<file path="config.mk">
export PLATFORM = sky130hd
export DESIGN_NAME = led_fade_pwm_flat
export DESIGN_NICKNAME = d
export VERILOG_FILES = /design/src/rtl/led_fade_pwm_if.sv /design/src/rtl/led_fade_pwm.sv /design/src/flat_wrapper.sv
export SDC_FILE = /design/constraint.sdc
export NUM_CORES = 1
export LEC_CHECK = 0
export CORE_UTILIZATION = 38
export CTS_CLUSTER_SIZE = 12
export DETAILED_ROUTE_END_ITERATION = 8
export PLACE_DENSITY = 0.65
export SETUP_SLACK_MARGIN = 0.3
export SLEW_MARGIN = 5
export SYNTH_ARGS = -nofsm -noshare
export SYNTH_HDL_FRONTEND = slang
export SYNTH_SLANG_ARGS = --single-unit
</file>
<file path="constraint.sdc">
create_clock -name clk -period 1.8 [get_ports clk]
set_input_delay 0.27 -clock clk [delete_from_list [all_inputs] [get_ports clk]]
set_output_delay 0.27 -clock clk [all_outputs]
set_load 0.01 [all_outputs]
</file>
<file path="src/rtl/led_fade_pwm_if.sv">
// LED bus between the chaser and the fade/PWM output stage.
// The chaser side (master) drives the one-hot pattern.
// The output stage (slave) returns the PWM-modulated LED drive.
interface led_fade_pwm_if;
    logic [3:0] led_in;
    logic [3:0] led_out;

    modport master (
        output led_in,
        input  led_out
    );

    modport slave (
        input  led_in,
        output led_out
    );
endinterface

</file>
<file path="src/rtl/led_fade_pwm.sv">
// Per-channel PWM LED driver with a linear "comet tail" fade.
// A lit input channel snaps to full brightness. Once released, the
// channel decays by FADE_STEP on every fade tick until it reaches zero.
// All four channels share one free-running PWM counter and one fade
// prescaler.
module led_fade_pwm #(
    parameter int PWM_BITS  = 8,
    parameter int FADE_DIV  = 50000,
    parameter int FADE_STEP = 8
) (
    input  logic          clk,
    input  logic          rstn,
    led_fade_pwm_if.slave ledIf
);

    localparam int                  DIV_W    = $clog2(FADE_DIV);
    localparam logic [PWM_BITS-1:0] MAX_LVL  = {PWM_BITS{1'b1}};
    localparam logic [PWM_BITS-1:0] PWM_LAST = MAX_LVL - PWM_BITS'(1);
    localparam logic [PWM_BITS-1:0] STEP     = PWM_BITS'(FADE_STEP);
    localparam logic [DIV_W-1:0]    DIV_LAST = DIV_W'(FADE_DIV - 1);

    logic [DIV_W-1:0]    divCnt_q, divCnt_d;
    logic [PWM_BITS-1:0] pwmCnt_q, pwmCnt_d;
    logic [PWM_BITS-1:0] level_q [4];
    logic [PWM_BITS-1:0] level_d [4];
    logic [3:0]          ledOut_q, ledOut_d;
    logic                fadeTick;

    // One-cycle fade pulse on the last count of the prescaler.
    assign fadeTick = (divCnt_q == DIV_LAST);

    // Prescaler wraps after FADE_DIV clocks; PWM counter wraps after MAX clocks, so MAX itself is never reached.
    always_comb begin
        divCnt_d = divCnt_q + DIV_W'(1);
        pwmCnt_d = pwmCnt_q + PWM_BITS'(1);
        if (fadeTick) begin
            divCnt_d = '0;
        end
        if (pwmCnt_q == PWM_LAST) begin
            pwmCnt_d = '0;
        end
    end

    // Brightness update: load beats fade, fade saturates at zero; output compares the current level against the PWM count.
    always_comb begin
        for (int i = 0; i < 4; i++) begin
            level_d[i] = level_q[i];
            if (ledIf.led_in[i]) begin
                level_d[i] = MAX_LVL;
            end else if (fadeTick) begin
                if (level_q[i] >= STEP) begin
                    level_d[i] = level_q[i] - STEP;
                end else begin
                    level_d[i] = '0;
                end
            end
            ledOut_d[i] = (pwmCnt_q < level_q[i]);
        end
    end

    // State registers; an asynchronous reset clears every level so no trail survives a reset.
    always_ff @(posedge clk or negedge rstn) begin
        if (!rstn) begin
            divCnt_q <= '0;
            pwmCnt_q <= '0;
            ledOut_q <= '0;
            for (int i = 0; i < 4; i++) begin
                level_q[i] <= '0;
            end
        end else begin
            divCnt_q <= divCnt_d;
            pwmCnt_q <= pwmCnt_d;
            ledOut_q <= ledOut_d;
            for (int i = 0; i < 4; i++) begin
                level_q[i] <= level_d[i];
            end
        end
    end

    assign ledIf.led_out = ledOut_q;

endmodule
</file>
<file path="src/flat_wrapper.sv">
// flat-port wrapper written by rule: the top's interface ports become plain ports
module led_fade_pwm_flat 
#(
    parameter int PWM_BITS  = 8,
    parameter int FADE_DIV  = 50000,
    parameter int FADE_STEP = 8
)
  (clk, rstn, ledIf_led_in, ledIf_led_out);
  led_fade_pwm_if ledIf_i ();
  input  logic clk;
  input  logic rstn;
  input wire logic [$bits(ledIf_i.led_in)-1:0] ledIf_led_in;
  output wire logic [$bits(ledIf_i.led_out)-1:0] ledIf_led_out;
  assign ledIf_i.led_in = ledIf_led_in;
  assign ledIf_led_out = ledIf_i.led_out;
  led_fade_pwm #(.PWM_BITS(PWM_BITS), .FADE_DIV(FADE_DIV), .FADE_STEP(FADE_STEP)) u_core (.clk(clk), .rstn(rstn), .ledIf(ledIf_i));
endmodule
</file>
# Word-level counts from Yosys, hierarchy flattened
# Index checks and enable logic that the tools add are counted.
# Widths: inputs -> output; s select.
# totals
regBits	60
in_bits	6
# classes
add_sub_neg	6
n_lt_le_gt_ge	8
eq_ne	2
n_mux	14
n_reduce_logical	4
# ops
operator	n
$mux 8	13
$ge 8x4->1 const B	4
$lt 8x8->1	4
$sub 8x4->8 const B	4
$add 16x1->16 const B	1
$eq 16x16->1 const B	1
$mux 16	1
$add 8x1->8 const B	1
$eq 8x8->1 const B	1
$reduce_bool 2->1	4

# Longest topological paths before layout
# Gate-level depths: netlist of run 1.
# depth
ltp_word	4
ltp_mapped	7

# Least setup slack after synthesis of run 1
# Ideal clock, no wire load.
# synth_timing
path_kind	flip-flop to flip-flop
startpoint	register u_core.divCnt_q[0]
endpoint	register u_core.level_q[23] (netlist name)
setup_time_ns	0.126
t_arrival_ns	1.500
slack_ns	0.174
stages_incl_launch_ff	7
period_less_slack_ns	1.626
path_cell_list	dfrtp_1 ha_1 and3_1 and4_1 buf_4 nand3_1 a221o_1
# synth_via
elab_chain_len	2
# synth_rtl
item	line	rtl
start, declared	led_fade_pwm.sv:22	logic [DIV_W-1:0] divCnt_q, divCnt_d;
start signal, assigned	led_fade_pwm.sv:71	divCnt_q <= divCnt_d;
$eq 16x16->1	led_fade_pwm.sv:30	assign fadeTick = (divCnt_q == DIV_LAST);
$reduce_bool 2->1 (no source line)	--	
end signal, assigned by index	led_fade_pwm.sv:75	level_q[i] <= level_d[i];
end, declared	led_fade_pwm.sv:24	logic [PWM_BITS-1:0] level_q [4];
# No other way between the ends.
# A chain may end at the register's enable or synchronous reset.

# Worst setup path in the final report of run 1
# Same ends and word-level chain as after synthesis.

==> summary.md, run 1 <==
| Metric | Value |
|---|---|
| Status | `finished, final reports clean` |
| Worst slew margin | `70.5%` |
| Final wirelength | `6940 um` |
| Setup Crit Path Kind | `register to register` |
| Share of the synthesized area in the top cell type | `42.5%` |
| Share of layout cells above drive strength 1 | `31.2%` |
| Tcrit/Tclk final | `between 90% and 100%` |
| CTS tree | `done` |
| RSZ-0062 raised after global routing | `true` |
| Hold slack | `427 ps` |
| Die footprint | `8420 um^2` |
| Vias in the first global route | `2433` |
| Critical path peak fanout | `5` |
| Layout Nets | `402` |
| Antenna cells | `0` |
| Setup-failing EPs final | `0` |
| Req. time, crit path | `between 1500 and 2000 ps` |
| Critical path startpoint category | `register` |
| GRT Util Overall | `16.9%` |
| Netlist Area Pre-Place | `3060 um^2` |
| Post-synth cell types | `39` |
| Longest Clk Path Bufs | `2` |
| Critical Path End Type | `register` |
| Synth Register Bits | `between 50 and 60` |
| Clock Skews | `10.2 ps` |
| 1st-iter DRT viols | `83` |
| Seq/Total Area, Yosys | `42.5%` |
| Clk sinks | `52` |
| Cells after Synth | `between 300 and 400` |
| Area leader, netlist | `dfrtp_1` |
| Largest net degree at the start of global routing | `36` |
| Sum of buffers and inverters on the critical path | `2` |
| Worst-margin pin slew | `442 ps` |
| Via density per instance | `~5.3` |
| Worst setup margin | `118 ps` |
| Pwr Density | `about 500 nW/um^2` |
| Placed cells | `430` |
| Root Buffer | `clkbuf_8` |
| Post-synth top flop | `dfrtp_1` |
| Ys async rst share | `100%` |
| Clock transition at path regs | `100 ps` |
| Slowest stage delay, CP | `390 ps` |
| Hold violation total from the final report | `0` |
| Syn nets | `347` |
| Clock Latency Late Sink | `310 ps` |
| Die width | `91.8 um` |
| Minimum clock period | `about 1700 ps` |
| Pre-Repair DR Iteration Count | `4` |
| Post-Place Worst Slack | `66.7 ps` |
| I/O Buffers | `9` |
| Max Cap Viol | `0` |
| Post-synth EDFFs | `0` |
| Top layer in use | `met4` |
| Rows | `32` |
| Via count | `2469` |
| WL met3 | `131 um` |
| # fillers | `just under 700` |
| CP arrival | `approximately 1900 ps` |
| CTS buffer count | `5` |
| Antenna violation net count after detailed routing | `0` |
| I/O pin cnt | `10` |
| M1 wire length | `3210 um` |
| Final HPWL DP | `about 4500 um` |
| Initial Util | `39.4%` |
| Leakage power | `around 2 nW` |
| Top cells by area, synth | `dfrtp_1 43%, ha_1 14%, inv_1 3.4%` |
| Synth warn | `0` |
| Worst min path class | `input pin to async pin` |
| Gpl congestion | `0.829` |
| First-pass GRT wire length | `approximately 11000 um` |
| GRT overflow | `0` |
| Die height | `91.8 um` |
| Critical path's top delay family | `flip-flops` |
| Post-DR wirelength/cell | `15.0 um` |
| Final setup TNS | `0 ps` |
| IR drop worst, VDD | `roughly 0.47 mV` |
| DRC Markers | `0` |
| Initial antenna violation count | `0` |
| Core area | `between 7000 and 8000 um^2` |
| Synthesized area per cell | `10.0 um^2` |
| Slowest CP cell | `dfrtp_1` |
| Critical-path cell list | `ha_2, and3_4, and4_4, clkbuf_16, buf_4, a221o_1` |
| Peak Freq | `595 MHz` |
| H-tree Lvls | `2` |
| DR WL met2 | `3510 um` |
| Layout Cells excl Fill | `approximately 460` |
| Slew Viols, Final | `0` |
| Syn-to-layout area delta | `33.0%` |
==> flip-flops by register name (all words and copies together), names as in the netlist <==
register and cells:
u_core.pwmCnt_q 8, u_core.level_q 24, u_core.divCnt_q 16, u_core.ledIf.led_out 4
==> final timing paths <==
kind	startpoint	endpoint	slack (ps)	cells past startpoint
hold reg to reg	u_core.divCnt_q[7]$_DFF_PN0_	u_core.divCnt_q[7]$_DFF_PN0_	500	1
hold / removal	rstn	u_core.level_q[30]$_DFFE_PN0P_	430	2
setup reg to reg	u_core.divCnt_q[0]$_DFF_PN0_	u_core.level_q[23]$_DFFE_PN0P_	120	6
min in group clk	u_core.divCnt_q[7]$_DFF_PN0_	u_core.divCnt_q[7]$_DFF_PN0_	500	1
max in group asynchronous	rstn	u_core.pwmCnt_q[1]$_DFF_PN0_	830	3
setup / recovery	u_core.divCnt_q[0]$_DFF_PN0_	u_core.level_q[23]$_DFFE_PN0P_	120	6
==> cells in the final DEF (no fill, tap or decap), types with 5 or more instances in the layout <==
| cell | instances |
|---|---|
| buf_4 | 31 |
| and3_1 | 6 |
| a31oi_1 | 9 |
| ha_1 | 30 |
| buf_6 | 5 |
| xnor2_1 | 7 |
| nand4_1 | 6 |
| clkbuf_8 | 5 |
| nor2_1 | 19 |
| inv_1 | 24 |
| o21ai_1 | 5 |
| nand3_1 | 9 |
| nand2_1 | 11 |
| dfrtp_2 | 8 |
| nor3_2 | 7 |
| xor2_1 | 8 |
| a21o_1 | 9 |
| nor3_4 | 6 |
| a21oi_1 | 12 |
| a211o_1 | 8 |
| nand2b_1 | 5 |
| clkdlybuf4s50_1 | 8 |
| dfrtp_1 | 44 |
==> cells by family (layout without fill, tap and decap cells) <==
family                   Yosys count  after routing  synth area share (%)
AO/OA/AOI/OAI                     73             73                  16.5
XOR/XNOR                          15             15                  4.29
adder cells (fa/ha/maj)           35             35                  14.3
buffers and inverters             33             89                  4.33
flip-flops                        52             52                  42.5
AND/OR/NAND/NOR                   98             98                  18.1
==> per-stage QoR <==
| stage | utilization [%] | power, mW | cell area (um^2) |
|---|---|---|---|
| 2_1_floorplan | - | 1.20 | 3100 |
| 3_3_place_gp | 44.2 | 1.25 | 3430 |
| 3_5_place_dp | 44.2 | 1.25 | 3430 |
| 4_1_cts | 48.7 | 2.04 | 3780 |
| 5_1_grt | 52.4 | 2.09 | 4070 |
| 6_report | 52.4 | 2.02 | 4070 |
==> repair_timing <==
action,in CTS,in global routing
gates resized for setup,30,45
setup buffers,14,8
hold endpoints to repair,17,0
setup endpoints to repair,28,40
pin swaps,14,19
hold buffers,1,0
gates cloned,1,2
==> final cells by class <==
cell class	instances	area [um^2]	area share, %
well taps	102	128	3.13
flip-flops and latches	52	1310	32.2
clock buffers	6	72.6	1.78
repair buffers	53	524	12.9
multi-input cells	221	1900	46.6
inverters	28	105	2.58
clock inverters	2	35.0	0.860
==> synth_stat cells (all sizes together), types with 3 or more instances <==
| cell | n |
|---|---|
| o21ai | 12 |
| buf | 5 |
| xor2 | 8 |
| nor3 | 17 |
| dfrtp | 52 |
| a31oi | 9 |
| a221oi | 3 |
| and3 | 7 |
| a211oi | 4 |
| xnor2 | 7 |
| a21oi | 16 |
| nor2 | 19 |
| or3 | 8 |
| a211o | 8 |
| or2 | 4 |
| a311oi | 3 |
| ha | 35 |
| and4bb | 3 |
| a21o | 9 |
| inv | 28 |
| o21ba | 3 |
| nand2 | 11 |
| nand2b | 5 |
| nand4 | 6 |
| nand3 | 11 |
==> power breakdown <==
| group | internal (mW) | switching (mW) | total, mW |
|---|---|---|---|
| Combinational | 0.0202 | 0.0360 | 0.0562 |
| Clock | 0.413 | 0.382 | 0.796 |
| Sequential | 1.17 | 0.00000000000000110 | 1.17 |
| Total | 1.60 | 0.418 | 2.02 |
==> metal layers <==
metal | global-route usage, % | vias up
li1 | - | 1241
met1 | 21.5 | 1187
met2 | 30.0 | 31
met3 | 1.66 | 10
met4 | 5.73 | 0
met5 | 0 | -
Power figures use the tool's default switching activity.
==> inputs of run 2 (changes only) <==
--- a/config.mk
+++ b/config.mk
@@ -8,7 +8,7 @@
 export CORE_UTILIZATION = 38
 export CTS_CLUSTER_SIZE = 12
 export DETAILED_ROUTE_END_ITERATION = 8
-export PLACE_DENSITY = 0.65
+export PLACE_DENSITY = 0.53
 export SETUP_SLACK_MARGIN = 0.3
 export SLEW_MARGIN = 5
 export SYNTH_ARGS = -nofsm -noshare
==> summary.md, run 2 (synthesized netlist as in run 1, its figures left out) <==
| Metric | Value |
|---|---|
| Core area | `7770 um^2` |
| Critical path startpoint category | `register` |
| Max Cap Viol | `0` |
| Setup-failing EPs final | `0` |
| Pwr Density | `about 470 nW/um^2` |
| Critical path startpoint | `u_core.divCnt_q[1]$_DFF_PN0_` |
| Antenna cells | `0` |
| Critical path's top delay family | `flip-flops` |
| H-tree Lvls | `2` |
| Hold violation total from the final report | `0` |
| Gpl congestion | `0.772` |
| Die footprint | `roughly 8400 um^2` |
| Critical Path End Type | `register` |
| Share of layout cells above drive strength 1 | `33.2%` |
| Rows | `32` |
| Reg2Reg Setup Slack | `150 ps` |
| First-pass GRT wire length | `12100 um` |
| 1st-iter DRT viols | `118` |
| Worst min path class | `input pin to async pin` |
| GRT overflow | `0` |
| Peak Freq | `606 MHz` |
| Via count | `2524` |
| Initial Util | `39.4%` |
| Most common cell after layout, fill and taps aside | `dfrtp_1` |
| Die width | `between 90 and 100 um` |
| Sum of buffers and inverters on the critical path | `1` |
| Worst slew margin | `75.8%` |
| Final HPWL DP | `4420 um` |
| Layout Cells excl Fill | `470` |
| Placed cells | `429` |
| Grt met2 use | `30.3%` |
| I/O pin cnt | `10` |
| Worst path depth | `5` |
| Largest regs | `u_core.level_q: 24 flops, u_core.divCnt_q: 16 flops, u_core.pwmCnt_q: 8 flops` |
| Layout Nets | `408` |
| Critical-path cell list | `ha_2, and3_4, and4_4, bufbuf_16, a221o_1` |
| CTS tree | `done` |
| Pre-Repair DR Iteration Count | `6` |
| Met1 GRT Util | `24.6%` |
| Req. time, crit path | `1990 ps` |
| CP arrival | `1840 ps` |
| Worst setup endpoint | `u_core.level_q[23]$_DFFE_PN0P_` |
| Slowest stage delay, CP | `400 ps` |
| Max reg flops | `24` |
| RSZ-0062 raised after global routing | `true` |
| Most frequent cells in the layout | `46 x dfrtp_1, 35 x buf_4, 30 x ha_1, 24 x inv_1, 19 x nor2_1` |
| Clock Skews | `6.50 ps` |
| I/O Buffers | `9` |
| M3 GR Usage | `2.90%` |
| GRT busiest layer | `met2` |
| DRC Markers | `0` |
| Status | `finished, final reports clean` |
| Worst-margin pin slew | `around 360 ps` |
| Clock Latency Late Sink | `300 ps` |
| Syn-to-layout area delta | `35.1%` |
| Power, Total | `~1.9 mW` |
| Root Buffer | `clkbuf_8` |
| Slew Viols, Final | `0` |
| Initial antenna violation count | `0` |
| Via density per instance | `approximately 5.4` |
| Final wirelength | `between 7000 and 8000 um` |
| GRT Util Overall | `18.3%` |
| CTS buffer count | `5` |
| R2R depth | `5` |
| FF-to-FF End | `u_core.level_q[23]$_DFFE_PN0P_` |
| IR drop worst, VDD | `0.236 mV` |
| Antenna violation net count after detailed routing | `0` |
| Tcrit/Tclk final | `91.7%` |
| Die height | `91.8 um` |
| Largest net degree at the start of global routing | `53` |
| Most flop-heavy register | `u_core.level_q` |
| Critical path peak fanout | `14` |
| Clk sinks | `52` |
| Vias in the first global route | `2422` |
| Worst r2r src | `u_core.divCnt_q[1]$_DFF_PN0_` |
| Longest Clk Path Bufs | `2` |
| Leakage power | `2.01 nW` |
| Post-DR wirelength/cell | `15.7 um` |
| Clock transition at path regs | `90 ps` |
| Setup Crit Path Kind | `register to register` |
| Final setup TNS | `0 ps` |
| # fillers | `707` |
| Minimum clock period | `1650 ps` |
| Slowest CP cell | `dfrtp_1` |
[run 2: cell count changes in the layout (fill, tap and decap cells not counted), sizes merged]
cell,previous run,this run
clkinv,1,0
clkdlybuf4s50,8,7
buf,42,49
dlygate4sd2,0,1
bufbuf,0,1
bufinv,1,0
[run 2: cell type report]
| type | count | area [um^2] | share of cell area, % |
|---|---|---|---|
| multi-input cells | 221 | 1930 | 46.5 |
| well taps | 102 | 128 | 3.08 |
| inverters | 28 | 108 | 2.60 |
| repair buffers | 59 | 578 | 14.0 |
| clock buffers | 8 | 90.1 | 2.18 |
| flip-flops and latches | 52 | 1310 | 31.6 |
[run 2: worst reg2reg max path, cell delays in order (launching register included)]
cell	delay, ps
dfrtp_1	400
ha_2	180
and3_4	150
and4_4	200
bufbuf_16	290
a221o_1	320
[run 2: timing repair]
action | in CTS | in global routing
endpoints found under the hold margin | 52 | 0
hold buffers | 1 | 0
resized for setup | 47 | 31
setup endpoints to repair | 35 | 46
cloned | 4 | 0
pin swaps | 23 | 32
buffers inserted | 12 | 16
[run 2: worst min-delay path by stage]
stage                     cells past startpoint                         start                            end
final                                         3                          rstn   u_core.divCnt_q[0]$_DFF_PN0_
after floorplan                               0                          rstn   u_core.divCnt_q[0]$_DFF_PN0_
after global placement                        2                          rstn  u_core.divCnt_q[11]$_DFF_PN0_
after detailed placement                      2                          rstn   u_core.divCnt_q[2]$_DFF_PN0_
after CTS                                     3                          rstn   u_core.divCnt_q[7]$_DFF_PN0_
after global routing                          1  u_core.divCnt_q[7]$_DFF_PN0_   u_core.divCnt_q[7]$_DFF_PN0_
[run 2: metrics by stage]
step           hold WS (ps)  cell area, um^2  worst slack [ps]  util (%)
2_1_floorplan         -25.6             3100               196         -
3_3_place_gp            292             3430              89.9      44.1
4_1_cts                 497             3880               131      50.0
6_report                476             4140               149      53.3
3_5_place_dp            295             3430              44.9      44.1
5_1_grt                 533             4140              80.6      53.3
[run 2: per-layer routing]
metal | vias to the layer above | wire (um)
met2 | 28 | 3570
met1 | 1239 | 3530
met4 | 0 | 122
met3 | 10 | 151
met5 | - | 0
li1 | 1247 | -
[run 2: power by group]
part | internal, mW | switching, mW | leakage [nW] | total [mW]
clock | 0.315 | 0.386 | 0.0455 | 0.701
sequential | 1.17 | 0.00000000000000103 | 0.547 | 1.17
combinational | 0.0208 | 0.0367 | 1.41 | 0.0575
